### config.mk
export PLATFORM = sky130hd
export DESIGN_NAME = b_resp_merge
export DESIGN_NICKNAME = d
export VERILOG_FILES = /design/src/rtl/b_resp_merge.sv
export SDC_FILE = /design/constraint.sdc
export NUM_CORES = 1
export LEC_CHECK = 0
export BUFFER_PORTS_ARGS = -buffer_cell sky130_fd_sc_hd__buf_2
export CORE_ASPECT_RATIO = 1.75
export CORE_MARGIN = 2
export CORE_UTILIZATION = 39
export CTS_CLUSTER_SIZE = 8
export DETAILED_ROUTE_END_ITERATION = 10
export PLACE_DENSITY = 0.67
export SYNTH_ARGS = -nofsm -noshare
export SYNTH_HDL_FRONTEND = slang
export SYNTH_SLANG_ARGS = --single-unit
export TNS_END_PERCENT = 50
### constraint.sdc
create_clock -name aclk -period 3.4 [get_ports aclk]
set_clock_uncertainty 0.15 [all_clocks]
set_input_delay 0.34 -clock aclk [delete_from_list [all_inputs] [get_ports aclk]]
set_output_delay 0.34 -clock aclk [all_outputs]
set_load 0.05 [all_outputs]
### src/rtl/b_resp_merge.sv
// rtl/b_resp_merge.sv - merges slave sub-burst B responses into one master B response
module b_resp_merge #(
    parameter int BID_WIDTH      = 3,
    parameter int BRESP_WIDTH    = 2,
    parameter int SUB_XFER_CNT   = 3,
    parameter int RESP_ARR_WIDTH = 9,
    parameter int FIFO_DEPTH     = 4
) (
    input  logic                                  aclk,
    input  logic                                  arst,
    input  logic                                  aw_push,
    input  logic [BID_WIDTH-1:0]                  aw_id,
    input  logic [$clog2(SUB_XFER_CNT+1)-1:0]     aw_sub_cnt,
    output logic                                  aw_ready,
    input  logic                                  s_b_handshake,
    input  logic [BRESP_WIDTH-1:0]                s_bresp,
    input  logic                                  rd_ready,
    output logic                                  rd_valid,
    output logic [RESP_ARR_WIDTH-1:0]             resp,
    output logic                                  err_unexp
);

    localparam int CNT_W  = $clog2(SUB_XFER_CNT + 1);
    localparam int PTR_W  = (FIFO_DEPTH > 1) ? $clog2(FIFO_DEPTH) : 1;
    localparam int OCC_W  = $clog2(FIFO_DEPTH + 1);
    localparam logic [OCC_W-1:0] FULL_OCC = OCC_W'(FIFO_DEPTH);
    localparam logic [CNT_W-1:0] MAX_SUB  = CNT_W'(SUB_XFER_CNT);

    typedef enum logic [1:0] {
        S_IDLE,
        S_COLLECT,
        S_ISSUE
    } state_t;

    state_t state, state_nxt;

    logic [BID_WIDTH-1:0]   id_mem  [FIFO_DEPTH];
    logic [CNT_W-1:0]       cnt_mem [FIFO_DEPTH];
    logic [PTR_W-1:0]       wr_ptr, rd_ptr;
    logic [OCC_W-1:0]       occ, occ_nxt;

    logic [CNT_W-1:0]       sub_ctr;
    logic [CNT_W-1:0]       sub_inc;
    logic [BRESP_WIDTH-1:0] acc;
    logic [BRESP_WIDTH-1:0] merged;
    logic [CNT_W-1:0]       sub_norm;
    logic [BID_WIDTH-1:0]   head_id;
    logic [CNT_W-1:0]       head_cnt;
    logic                   pop;
    logic                   push_ok;
    logic                   push_drop;
    logic                   hs_collect;
    logic                   last_sub;
    logic                   hs_unexp;

    // Severity rank: DECERR > SLVERR > OKAY > EXOKAY.
    function automatic logic [1:0] bresp_rank(input logic [BRESP_WIDTH-1:0] r);
        logic [1:0] rk;
        case (r[1:0])
            2'b11:   rk = 2'd3;
            2'b10:   rk = 2'd2;
            2'b00:   rk = 2'd1;
            default: rk = 2'd0;
        endcase
        return rk;
    endfunction

    function automatic logic [BRESP_WIDTH-1:0] merge_bresp(
        input logic [BRESP_WIDTH-1:0] a,
        input logic [BRESP_WIDTH-1:0] b
    );
        return (bresp_rank(a) >= bresp_rank(b)) ? a : b;
    endfunction

    function automatic logic [RESP_ARR_WIDTH-1:0] pack_resp(
        input logic [BID_WIDTH-1:0]   id,
        input logic [BRESP_WIDTH-1:0] br
    );
        logic [RESP_ARR_WIDTH-1:0] v;
        v                                  = '0;
        v[0]                               = 1'b1;
        v[BRESP_WIDTH:1]                   = br;
        v[RESP_ARR_WIDTH-1 -: BID_WIDTH]   = id;
        return v;
    endfunction

    assign aw_ready  = (occ != FULL_OCC);
    assign pop       = (state == S_ISSUE) && rd_ready;
    assign rd_valid  = pop;
    // A push that coincides with a pop always fits, even when full.
    assign push_ok   = aw_push && (aw_ready || pop);
    assign push_drop = aw_push && !aw_ready && !pop;

    assign head_id    = id_mem[rd_ptr];
    assign head_cnt   = cnt_mem[rd_ptr];
    assign hs_collect = s_b_handshake && (state == S_COLLECT);
    assign hs_unexp   = s_b_handshake && (state != S_COLLECT);
    assign sub_inc    = sub_ctr + CNT_W'(1);
    assign last_sub   = (sub_inc == head_cnt);
    assign merged     = (sub_ctr == '0) ? s_bresp : merge_bresp(acc, s_bresp);

    always_comb begin
        sub_norm = aw_sub_cnt;
        if (aw_sub_cnt == '0) begin
            sub_norm = CNT_W'(1);
        end else if (aw_sub_cnt >= MAX_SUB) begin
            sub_norm = MAX_SUB;
        end
    end

    always_comb begin
        occ_nxt = occ;
        case ({push_ok, pop})
            2'b10:   occ_nxt = occ + OCC_W'(1);
            2'b01:   occ_nxt = occ - OCC_W'(1);
            default: occ_nxt = occ;
        endcase
    end

    always_comb begin
        state_nxt = state;
        case (state)
            S_IDLE: begin
                if (occ != '0) begin
                    state_nxt = S_COLLECT;
                end
            end
            S_COLLECT: begin
                if (hs_collect && last_sub) begin
                    state_nxt = S_ISSUE;
                end
            end
            S_ISSUE: begin
                if (pop) begin
                    state_nxt = (occ_nxt != '0) ? S_COLLECT : S_IDLE;
                end
            end
            default: state_nxt = S_IDLE;
        endcase
    end

    always_ff @(posedge aclk) begin
        if (arst) begin
            state <= S_IDLE;
        end else begin
            state <= state_nxt;
        end
    end

    always_ff @(posedge aclk) begin
        if (push_ok) begin
            id_mem[wr_ptr]  <= aw_id;
            cnt_mem[wr_ptr] <= sub_norm;
        end
    end

    always_ff @(posedge aclk) begin
        if (arst) begin
            wr_ptr    <= '0;
            rd_ptr    <= '0;
            occ       <= '0;
            sub_ctr   <= '0;
            acc       <= '0;
            resp      <= '0;
            err_unexp <= 1'b0;
        end else begin
            occ <= occ_nxt;
            if (push_ok) begin
                wr_ptr <= wr_ptr + PTR_W'(1);
            end
            if (pop) begin
                rd_ptr <= rd_ptr + PTR_W'(1);
            end
            if (push_drop || hs_unexp) begin
                err_unexp <= 1'b1;
            end
            case (state)
                S_IDLE: begin
                    if (occ != '0) begin
                        sub_ctr <= '0;
                        acc     <= '0;
                    end
                end
                S_COLLECT: begin
                    if (hs_collect) begin
                        sub_ctr <= sub_inc;
                        acc     <= merged;
                        if (last_sub) begin
                            resp <= pack_resp(head_id, merged);
                        end
                    end
                end
                S_ISSUE: begin
                    // The next head's collection starts from a clean slate.
                    if (pop) begin
                        sub_ctr <= '0;
                        acc     <= '0;
                    end
                end
                default: begin
                    sub_ctr <= '0;
                    acc     <= '0;
                end
            endcase
        end
    end

endmodule

==> results.toml <==
[cts]
cts.sinks = 42
cts.path.max_buffers = 2
clk_latency_ns = 0.29
cts-root-buf = "clkbuf_8"
clk_pin_slew_ns = 0.08
cts_tree = "built"
ctsHoldBuffers = 0
postCtsSetupBuffers = 0
h-tree-depth = 2
cts_resized = 0
cts_buffers = 5

[power]
net-switching-power_w = 0.0002782
swShare_pct = 25.13
share_seq_of_total_power_pct = 51.6
vdd_drop_max_v = 0.0003777
p_total_w = 0.001107
p_int_w = 0.0008290
p_comb_share_pct = 13.7
p_clk_share_pct = 34.7
leakagePower_nw = 0.8551
powerDensity_nw_per_um2 = 517.2

[yosys]
syn_inst = 164
ys_ff_latch = 42
ys_seq_area_share_pct = 54.92
yosys-top-cells-area = "edfxtp_1 32%, dfxtp_1 23%, ha_1 7.9%"
yosys.area.top_type_share_pct = 31.68
syn_avg_cell_area_um2 = 11.56
yosys_warnings = 0
synth.distinct_cells = 34
yosysTopAreaCell = "edfxtp_1"
netlist_area_um2 = 1896

[drt]
wire_per_inst_um = 13.34
top_layer_used = "met4"
first_pass_iters = 4
wl_met3_um = 97
avgViaCountPerCell = 5.046
finalWirelength_um = 3189
drt-initial-drc-count = 17
wl_met1_um = 1219
antenna_left = 0
wl_met2_um = 1817
vias = 1206
drc = 0

[floorplanning]
start_util_pct = 40.63
die_h_um = 96.23
die_area_um2 = 5456
ioPinCount = 24
core_area_um2 = 4666
rows = 33
die_width_um = 56.70

[global_routing]
grt_pass1_wl_um = 5016
antenna_found_initial = 0
overflow = 0
grt_max_degree = 22
grt_pass1_vias = 1125
grt_usage_pct = 12.28

[timing]
max_freq_ghz = 0.3792
rsz0062_at_grt = "false"
finalHoldViolations = 0
worst_slack_ns = 0.7628
slew_viol_final = 0
hold_slack_ns = 0.1155
post-route-min-period_ns = 2.637
tns_ns = 0
setup_violations = 0
finalCritPeriodShare_pct = 77.56

[worst_setup_path]
endpoint_kind = "flip-flop"
cp.required_ns = 3.45
slowest_stage = "fa_1"
critPathLaunchType = "flip-flop"
cp_max_fo = 5
crit_path_max_incr_delay_ns = 0.37
critPathKind = "flip-flop to flip-flop"
crit_arrival_ns = 2.68
path_cells = "nor2_1 > nand3_1 > and2_1 > inv_1 > ha_1 > inv_1 > fa_1 > xor2_1 > nor2_1 > xnor2_1 > and3_1 > nor4b_1"

[cells_and_area]
area_growth_pct = 12.94
num-nets-final = 211
drive_gt1_share_pct = 18.18
n_antenna_cell = 0
layout_common_cells = "25 x nor2_1, 22 x dfxtp_1, 20 x edfxtp_1, 20 x buf_2, 13 x inv_1"
final_common_cell = "nor2_1"

[placement]
port_buffers = 20
pre_cts_ws_ns = 0.7402
hpwl_um = 2454
gp_congestion = 0.7752

[worst_hold_path]
hp-class = "primary input to flip-flop"

[flow_run]
drv_cap = 0

[run_status]
outcome = "finished, final reports clean"
[worst max-delay path, delay by kind of cell, from the launching register on]
family / cells / cell delay [ns]
xor+xnor: 2 / 0.23
fa+ha+maj: 2 / 0.55
buf+inv: 2 / 0.15
flops: 1 / 0.36
simple gates: 6 / 1.11
[registers in the layout, indices dropped and copies added, names as in the netlist, named ones only]
name       flops
acc            2
cnt_mem        8
err_unexp      1
id_mem        12
occ            3
rd_ptr         2
resp           6
state          2
sub_ctr        2
wr_ptr         2
[per-stage QoR]
step | utilization, % | cell area, µm² | cells
2_1_floorplan | - | 1903 | 166
3_3_place_gp | 43.52 | 2031 | 231
3_5_place_dp | 43.52 | 2031 | 231
4_1_cts | 45.88 | 2141 | 239
5_1_grt | 45.88 | 2141 | 239
6_report | 45.88 | 2141 | 239
[Yosys cell counts]
| cell type | instances |
|---|---|
| and2_1 | 1 |
| or2b_1 | 1 |
| buf_4 | 3 |
| nand2_1 | 8 |
| ha_1 | 12 |
| clkbuf_1 | 4 |
| o31ai_1 | 2 |
| a211oi_1 | 3 |
| a32oi_1 | 2 |
| nor4_1 | 1 |
| conb_1 | 1 |
| o21ai_0 | 3 |
| xnor2_1 | 3 |
| fa_1 | 1 |
| nand4_1 | 1 |
| nand3_1 | 1 |
| edfxtp_1 | 20 |
| inv_1 | 13 |
| nand2b_1 | 2 |
| xor2_1 | 4 |
| mux4_1 | 1 |
| a21oi_1 | 9 |
| nor3_4 | 1 |
| mux2i_1 | 4 |
| and3_1 | 5 |
| or2_0 | 1 |
| nor2_1 | 25 |
| or2_2 | 2 |
| nor3_1 | 1 |
| nor4b_1 | 1 |
| nand3b_1 | 1 |
| mux4_2 | 4 |
| nor2b_1 | 1 |
| dfxtp_1 | 22 |
[layer usage]
layer | vias up | track usage (%)
li1 | 602 | -
met1 | 583 | 12.01
met2 | 17 | 23.26
met3 | 4 | 3.495
met4 | 0 | 5.754
met5 | - | 0
[power by group through the flow]
stage               clock, W  combinational [W]  sequential (W)
floorplan                  0           0.000104        0.000595
global placement           0           0.000151        0.000582
global route        0.000410           0.000169        0.000574
detailed placement         0           0.000154        0.000583
CTS                 0.000394           0.000155        0.000571
finish              0.000384           0.000152        0.000571
[layout make-up]
class                      instances  area, µm²
clock buffer                       6      72.57
clock inverter                     2      37.54
fill                             461       2525
inverter                          13      48.80
multi-input combinational        104      775.7
sequential                        42       1041
tap                               52      65.06
timing repair buffer              20      100.1
[final timing paths]
path,from,end,cells after the start,slack (ns)
setup reg to reg,occ[0],state[0],12,0.76
setup / recovery,occ[0],state[0],12,0.76
hold / removal,aw_id[0],id_mem[1][0],1,0.12
hold reg to reg,resp[0],resp[0],2,0.32
[logic make-up after synthesis]
logic type               after synthesis  synth area share [%]
AND/OR/NAND/NOR                       53                 13.80
flip-flops                            42                 54.92
buffers and inverters                 20                 4.554
AO/OA/AOI/OAI                         19                 6.072
adder cells (fa/ha/maj)               13                 8.977
multiplexers                           9                 8.251
XOR/XNOR                               7                 3.234
other                                  1                0.1978
No activity file was read; power rests on OpenSTA's default activity.
